$ cat src/rtl/muldiv_sequencer.sv
// Multi-cycle unsigned MULTU/DIVU engine with the architectural HI/LO registers.
// One result bit per clock; the pipeline is stalled while HI/LO are not yet valid.
module muldiv_sequencer #(
  parameter  int WIDTH = 32,
  localparam int CNT_W = $clog2(WIDTH)
) (
  input  logic             clk,
  input  logic             reset_n,
  input  logic             start,
  input  logic [3:0]       op,
  input  logic [WIDTH-1:0] src_a,
  input  logic [WIDTH-1:0] src_b,
  input  logic             flush,
  input  logic             rd_req,
  output logic             busy,
  output logic             done,
  output logic             stall,
  output logic [WIDTH-1:0] hi,
  output logic [WIDTH-1:0] lo
);

  localparam logic [3:0] MULTU_AC = 4'd7;
  localparam logic [3:0] DIVU_AC  = 4'd8;

  typedef enum logic [1:0] {IDLE, MUL, DIV} state_t;

  state_t               state_q, state_d;
  logic [CNT_W-1:0]     cnt_q, cnt_d;
  // opa: multiplicand / dividend (shifted left); opb: multiplier (shifted right) / divisor
  logic [WIDTH-1:0]     opa_q, opa_d;
  logic [WIDTH-1:0]     opb_q, opb_d;
  logic [2*WIDTH-1:0]   acc_q, acc_d;
  logic [WIDTH-1:0]     hi_q, hi_d;
  logic [WIDTH-1:0]     lo_q, lo_d;
  logic                 done_q, done_d;

  logic [WIDTH:0]       mul_sum;
  logic [WIDTH:0]       rem_sh;
  logic [WIDTH+1:0]     trial;
  logic                 trial_ok;
  logic [2*WIDTH-1:0]   step_acc;
  logic                 is_muldiv_op;

  assign is_muldiv_op = (op == MULTU_AC) || (op == DIVU_AC);

  // Multiply step: add multiplicand into the upper half, keeping the carry for the shift.
  assign mul_sum  = {1'b0, acc_q[2*WIDTH-1:WIDTH]} + (opb_q[0] ? {1'b0, opa_q} : '0);
  // Divide step: extra guard bit so the trial sign is exact even when rem_sh >= 2^WIDTH.
  assign rem_sh   = {acc_q[2*WIDTH-1:WIDTH], opa_q[WIDTH-1]};
  assign trial    = {1'b0, rem_sh} - {2'b00, opb_q};
  assign trial_ok = ~trial[WIDTH+1];

  always_comb begin
    step_acc = acc_q;
    if (state_q == MUL) begin
      step_acc = {mul_sum, acc_q[WIDTH-1:1]};
    end else if (state_q == DIV) begin
      step_acc = {(trial_ok ? trial[WIDTH-1:0] : rem_sh[WIDTH-1:0]),
                  acc_q[WIDTH-2:0], trial_ok};
    end
  end

  // NOTE: every _d gets a default first so no path through this block can infer a latch.
  always_comb begin
    state_d = state_q;
    cnt_d   = cnt_q;
    opa_d   = opa_q;
    opb_d   = opb_q;
    acc_d   = acc_q;
    hi_d    = hi_q;
    lo_d    = lo_q;
    done_d  = 1'b0;

    unique case (state_q)
      IDLE: begin
        if (start && !flush && is_muldiv_op) begin
          state_d = (op == MULTU_AC) ? MUL : DIV;
          opa_d   = src_a;
          opb_d   = src_b;
          acc_d   = '0;
          cnt_d   = CNT_W'(WIDTH - 1);
        end
      end
      MUL, DIV: begin
        if (flush) begin
          state_d = IDLE;
          cnt_d   = '0;
        end else begin
          acc_d = step_acc;
          if (state_q == MUL) opb_d = opb_q >> 1;
          else                opa_d = opa_q << 1;
          if (cnt_q == '0) begin
            state_d = IDLE;
            hi_d    = step_acc[2*WIDTH-1:WIDTH];
            lo_d    = step_acc[WIDTH-1:0];
            done_d  = 1'b1;
          end else begin
            cnt_d = cnt_q - CNT_W'(1);
          end
        end
      end
      default: state_d = IDLE;
    endcase
  end

  // NOTE: sequential state uses non-blocking assignments so all flops update from pre-edge values.
  always_ff @(posedge clk or negedge reset_n) begin
    if (!reset_n) begin
      state_q <= IDLE;
      cnt_q   <= '0;
      opa_q   <= '0;
      opb_q   <= '0;
      acc_q   <= '0;
      hi_q    <= '0;
      lo_q    <= '0;
      done_q  <= 1'b0;
    end else begin
      state_q <= state_d;
      cnt_q   <= cnt_d;
      opa_q   <= opa_d;
      opb_q   <= opb_d;
      acc_q   <= acc_d;
      hi_q    <= hi_d;
      lo_q    <= lo_d;
      done_q  <= done_d;
    end
  end

  assign busy  = (state_q != IDLE);
  assign done  = done_q;
  assign hi    = hi_q;
  assign lo    = lo_q;
  assign stall = busy && (rd_req || (start && is_muldiv_op));

endmodule

$ cat config.mk
export PLATFORM = sky130hd
export DESIGN_NAME = muldiv_sequencer
export DESIGN_NICKNAME = d
export VERILOG_FILES = /design/src/rtl/muldiv_sequencer.sv
export SDC_FILE = /design/constraint.sdc
export NUM_CORES = 1
export LEC_CHECK = 0
export BUFFER_PORTS_ARGS = -buffer_cell sky130_fd_sc_hd__buf_2
export CORE_AREA = 2 2 161 163
export CTS_CLUSTER_DIAMETER = 200
export DETAILED_ROUTE_END_ITERATION = 10
export DIE_AREA = 0 0 163 165
export PLACE_DENSITY_LB_ADDON = 0.2
export SLEW_MARGIN = 5
export SYNTH_ARGS = -nofsm -noshare
export SYNTH_HDL_FRONTEND = slang
export SYNTH_SLANG_ARGS = --single-unit
export TNS_END_PERCENT = 100
$ cat constraint.sdc
create_clock -name clk -period 3.9 [get_ports clk]
set_input_delay 0.195 -clock clk [delete_from_list [all_inputs] [get_ports clk]]
set_output_delay 0.195 -clock clk [all_outputs]
set_load 0.03 [all_outputs]
## Word-level counts from Yosys, hierarchy flattened

Cells that the tools add are included.

| operators by class | value |
|---|---|
| $add $sub $neg | 3 |
| multipliers | 0 |
| divide/modulo/power cells | 0 |
| $lt $le $gt $ge | 0 |
| eq/ne operators | 10 |
| shift operators | 0 |
| multiplexer cells | 27 |
| bitwise operators | 2 |
| reductions and logical operators | 18 |

Operators by type and width:

| cell | count |
|---|---|
| $mux 32 | 8 |
| $mux 64 | 4 |
| $pmux 32 s2 | 2 |
| $pmux 64 s2 | 1 |
| $sub 33x32->34 | 1 |
| $add 32x32->33 | 1 |
| $mux 5 | 3 |
| $pmux 5 s2 | 1 |
| $reduce_and 3->1 | 3 |
| $mux 2 | 4 |
| $ne 2x2->1 const B | 4 |
| $reduce_and 4->1 | 2 |
| $ne 3x3->1 const B | 2 |
| $logic_not 5->1 | 1 |
| $sub 5x1->5 const B | 1 |
| $eq 4x3->1 const B | 1 |
| $eq 4x4->1 const B | 1 |
| $logic_and 1x1->1 | 4 |
| $pmux 2 s2 | 1 |
| $reduce_bool 2->1 | 2 |
| $mux 1 | 3 |
| $eq 2x1->1 const B | 1 |
| $eq 2x2->1 const B | 1 |
| $logic_not 2->1 | 1 |
| 5 further kinds | 7 |

| storage, ports and cells | value |
|---|---|
| flip-flop bits (word level) | 200 |
| bits in latches | 0 |
| bits in writable memories | 0 |
| ROM bits | 0 |
| bits of input ports | 73 |
| output and inout port bits | 67 |
| word-level logic and storage cells | 68 |
| memories | 0 |

## Longest topological paths before layout

| logic depth | value |
|---|---|
| depth after elaboration | 6 |
| depth in mapped cells | 14 |
| mapped depth without buffers | 13 |

## Worst setup path before layout

Ideal clock, no wire load.

| path | value |
|---|---|
| path type | register to register |
| start point | register opb_q[0] |
| end point | register hi_q[30] (netlist: hi[30]) |
| library setup time | 65 ps |
| arrival time | 3018 ps |
| required time | 3835 ps |
| setup slack | 817 ps |
| cell stages (with the launch flop) | 13 |
| buffers on the path | 1 |
| period minus slack after synthesis | 3083 ps |
| path through | dfrtp_1 > clkbuf_1 > and2_1 > ha_1 > a21oi_1 > o211ai_1 > a31oi_1 > o211ai_1 > a31o_1 > a311oi_1 > mux2_1 > a211oi_1 > mux2_2 |

| between the ends | value |
|---|---|
| cells in the longest elaborated chain, start to end | 4 |
| elaborated cells on any way between the ends | 6 |
| those cells by class | 2 x add/sub; 4 x mux |

Ends and longest elaborated chain:

| item | line | text |
|---|---|---|
| from (decl) | 31 | `logic [WIDTH-1:0] opb_q, opb_d;` |
| from (signal assigned) | 121 | `opb_q <= opb_d;` |
| $sub 33x32->34 | 50 | `assign trial = {1'b0, rem_sh} - {2'b00, opb_q};` |
| $mux 32 | 58 | `step_acc = {(trial_ok ? trial[WIDTH-1:0] : rem_sh[WIDTH-1:0]),` |
| $mux 64 | 57 | `end else if (state_q == DIV) begin` |
| $mux 64 (*) | 55 | `if (state_q == MUL) begin` |
| to (signal assigned) | 123 | `hi_q <= hi_d;` |
| to (decl) | 33 | `logic [WIDTH-1:0] hi_q, hi_d;` |

Mark *: on every way between the ends. The rest lies on a longest branch, timed or not.
A chain may end at the register's enable or synchronous reset.

## Worst setup path after layout

| path | value |
|---|---|
| start point | register opb_q[0] |
| end point | register hi_q[29] (netlist: hi[29]) |

Same word-level chain as after synthesis.

==> results by group <==
Outcome
  – Status: finished clean

Global route
  – Pin count of the biggest net entering global routing: 101
  – Overall Global Routing Usage: 29.1%
  – Grt total ovfl: 0
  – Vias in the first global route: 11496
  – Initial antenna violation count: 0
  – First-pass GRT wire length: 61.6 mm

Clock tree
  – Post-cts gate resize count: 0
  – H-tree depth: 4
  – Clock buffer depth: 2
  – Post-CTS Repair Setup Buffers: 0
  – Clock Sinks: 200
  – CTS Hold Bufs: 1
  – TritonCTS Buffers: 17
  – Clock-pin slew on the worst setup and hold paths: 0.08 ns
  – Clock latency on the worst-skew pair: 0.45 ns
  – CTS tree: built
  – CTS root buf: clkbuf_16

Floorplanning
  – Core box area: 0.0250 mm2
  – Initial core utilization: 54.6%
  – Horiz. Die Dim: 163 um
  – Chip height: 165 um
  – Row cnt: 58
  – Die area: 0.0269 mm2
  – Top-Level Pins: 140

Critical path
  – Setup crit end kind: flop
  – Cell breakdown of the critical path: buf_4, and2_1, ha_1, and3_1, a221o_1, or4_4, a31oi_4, o31ai_1, mux2i_1, a2111oi_2, mux2_2
  – Worst setup path startpoint: opb_q[0]$_DFFE_PN0P_
  – Data arrival time of the worst path: 3.91 ns
  – Reg-to-reg startpoint: opb_q[0]$_DFFE_PN0P_
  – Required time worst endpoint: 4.28 ns
  – CP Buf/Inv Count: 1
  – Max incr delay on CP: 0.51 ns
  – Crit path launch type: flop
  – Crit-path max FO: 20
  – Critical Path Slowest Stage Cell: or4_4
  – Top Family by Delay on Critical Path: compound AO/OA/AOI/OAI gates
  – Critical path class: flop to flop

Yosys
  – Post-synth top area cell: dfrtp_1
  – Most used DFF post-synth: dfrtp_1
  – Syn Nets: 1750
  – Flops & latches, synth: 200
  – Post-synth top area share: 36.6%
  – Post-synth ARST share: 100%
  – Post-synth EDFFs: 0
  – Synth cell types: 84
  – Top cells by area, synth: dfrtp_1 37%, mux2i_1 8.0%, ha_1 6.5%, a21oi_1 6.1%, nand2_1 4.8%
  – Most common cell in the netlist: dfrtp_1
  – Synthesized area: 0.0137 mm2
  – Synth Instances: 1604
  – YS warnings: 0
  – Post-synthesis sequential area ratio: 36.6%
  – Syn_area_per_cell: 8.52 um2
  – Most frequent cells after synthesis: 200 x dfrtp_1, 176 x nand2_1, 168 x nor2_1, 167 x a21oi_1, 127 x o21ai_0

Timing
  – Worst setup margin: 0.375 ns
  – Period minus WS final: 3.52 ns
  – Rel. slew slack: 34.8%
  – Setup Viol. Count Final: 0
  – Worst clock skew: 0.0163 ns
  – Setup TNS Final: 0 ns
  – Worst hold slack: 0.00718 ns
  – Crit share post-route: 90.4%
  – Final hold violations: 0
  – Worst Max-Slew Pin Slew: 0.979 ns
  – Max Clock Freq: 0.284 GHz
  – RSZ-0062 raised after global routing: false
  – Final slew viol count: 0

Worst hold path
  – HP Start: src_a[0]
  – Min-Delay Path Class: primary input to flop

Placement
  – GP Congestion: 0.948
  – Placed insts: 2002
  – Post-Place Worst Slack: 0.419 ns
  – Hpwl dp: 28.3 mm
  – IO buf count: 139

Power
  – Worst VDD drop: 350 uV
  – Pleak: 7.10 nW
  – P per Cell Area: 678 mW/mm2

Job
  – Maxcap violations: 0

Routing
  – Avg WL per Cell: 18.9 um
  – Routed Antenna Nets: 0
  – DR DRC count: 0
  – Post-DR vias/cell: 5.98
  – Drt pass-1 iters: 7
  – Vias post-DR: 12171
  – Initial drt markers: 1201
  – Routed WL: 38.6 mm

Layout
  – Synthesis-to-layout area growth: 12.1%
  – Utilization after layout: 61.2%
  – Layout cells sized above 1: 13.6%
  – Antenna Cells: 0
  – Nets: 1838
  – Non-Filler Instances: 2035
[flip-flops by register name (all words and copies together), names as in the netlist]
register  flops
hi           32
lo           32
state_q       2
opb_q        32
acc_q        64
cnt_q         5
done          1
opa_q        32
[final timing paths]
check | end | slack, ns | cells after the start
worst max-delay path | hi[29]$_DFFE_PN0P_ | 0.38 | 11
min in group asynchronous | opb_q[27]$_DFFE_PN0P_ | 0.36 | 2
worst min register to register | lo[19]$_DFFE_PN0P_ | 0.48 | 2
worst max register to register | hi[29]$_DFFE_PN0P_ | 0.38 | 11
worst min-delay path | opa_q[0]$_DFFE_PN0P_ | 0.007 | 3
max in group asynchronous | opa_q[19]$_DFFE_PN0P_ | 2.55 | 3
[layout make-up]
cell class              count  area [um2]
well taps                 330         413
clock inverters            15         215
clock buffers              17         425
inverters                  60         225
fillers                  2312        9710
repair buffers            164         932
flip-flops and latches    200        5000
multi-input cells        1249        8110
[metal layers]
layer	vias to the layer above	global-route usage [%]	share of wire [%]
li1	5933	-	-
met1	5810	43.2	47
met2	395	45.2	44
met3	33	3.87	6.7
met4	0	7.08	1.8
met5	-	0	0
[logic make-up (layout without fill, tap and decap cells)]
| family | Yosys count | count (layout) | synth area share, % |
|---|---|---|---|
| compound gates | 529 | 529 | 24.6 |
| buf+inv | 155 | 256 | 4.53 |
| simple gates | 486 | 486 | 16.0 |
| xor+xnor | 41 | 41 | 2.63 |
| fa+ha+maj | 73 | 73 | 6.79 |
| flops | 200 | 200 | 36.6 |
| mux | 120 | 120 | 8.89 |
[placed cells by master, fill, tap and decap left out, types with 19 or more instances in the layout]
cell,count
nor2_1,167
and2_1,35
nand2_1,175
buf_2,138
ha_1,68
nand3_1,21
mux2i_1,109
xnor2_1,26
a21oi_1,167
o21ai_0,127
o21ai_1,30
inv_1,59
dfrtp_1,200
nor3_1,19
a21o_1,25
buf_4,21
[metrics by stage]
step / power, mW / instance area (um2)
finish: 10.4 / 15300
detailed placement: 8.41 / 14700
global placement: 8.29 / 14700
floorplan: 6.96 / 13700
CTS: 10.4 / 15300
global route: 11.1 / 15300
[power breakdown]
part           internal, mW  leakage, nW  switching (mW)
Combinational          2.12         4.18            3.27
Clock                 0.948        0.310           0.974
Sequential             2.54         2.60           0.544
Total                  5.61         7.10            4.78
[worst register-to-register path, stage by stage (launching register included)]
cell and delay (ns):
dfrtp_1 0.48, buf_4 0.24, and2_1 0.17, ha_1 0.36
and3_1 0.21, a221o_1 0.36, or4_4 0.51, a31oi_4 0.30
o31ai_1 0.16, mux2i_1 0.15, a2111oi_2 0.30, mux2_2 0.22
(Power assumes the default switching activity.)
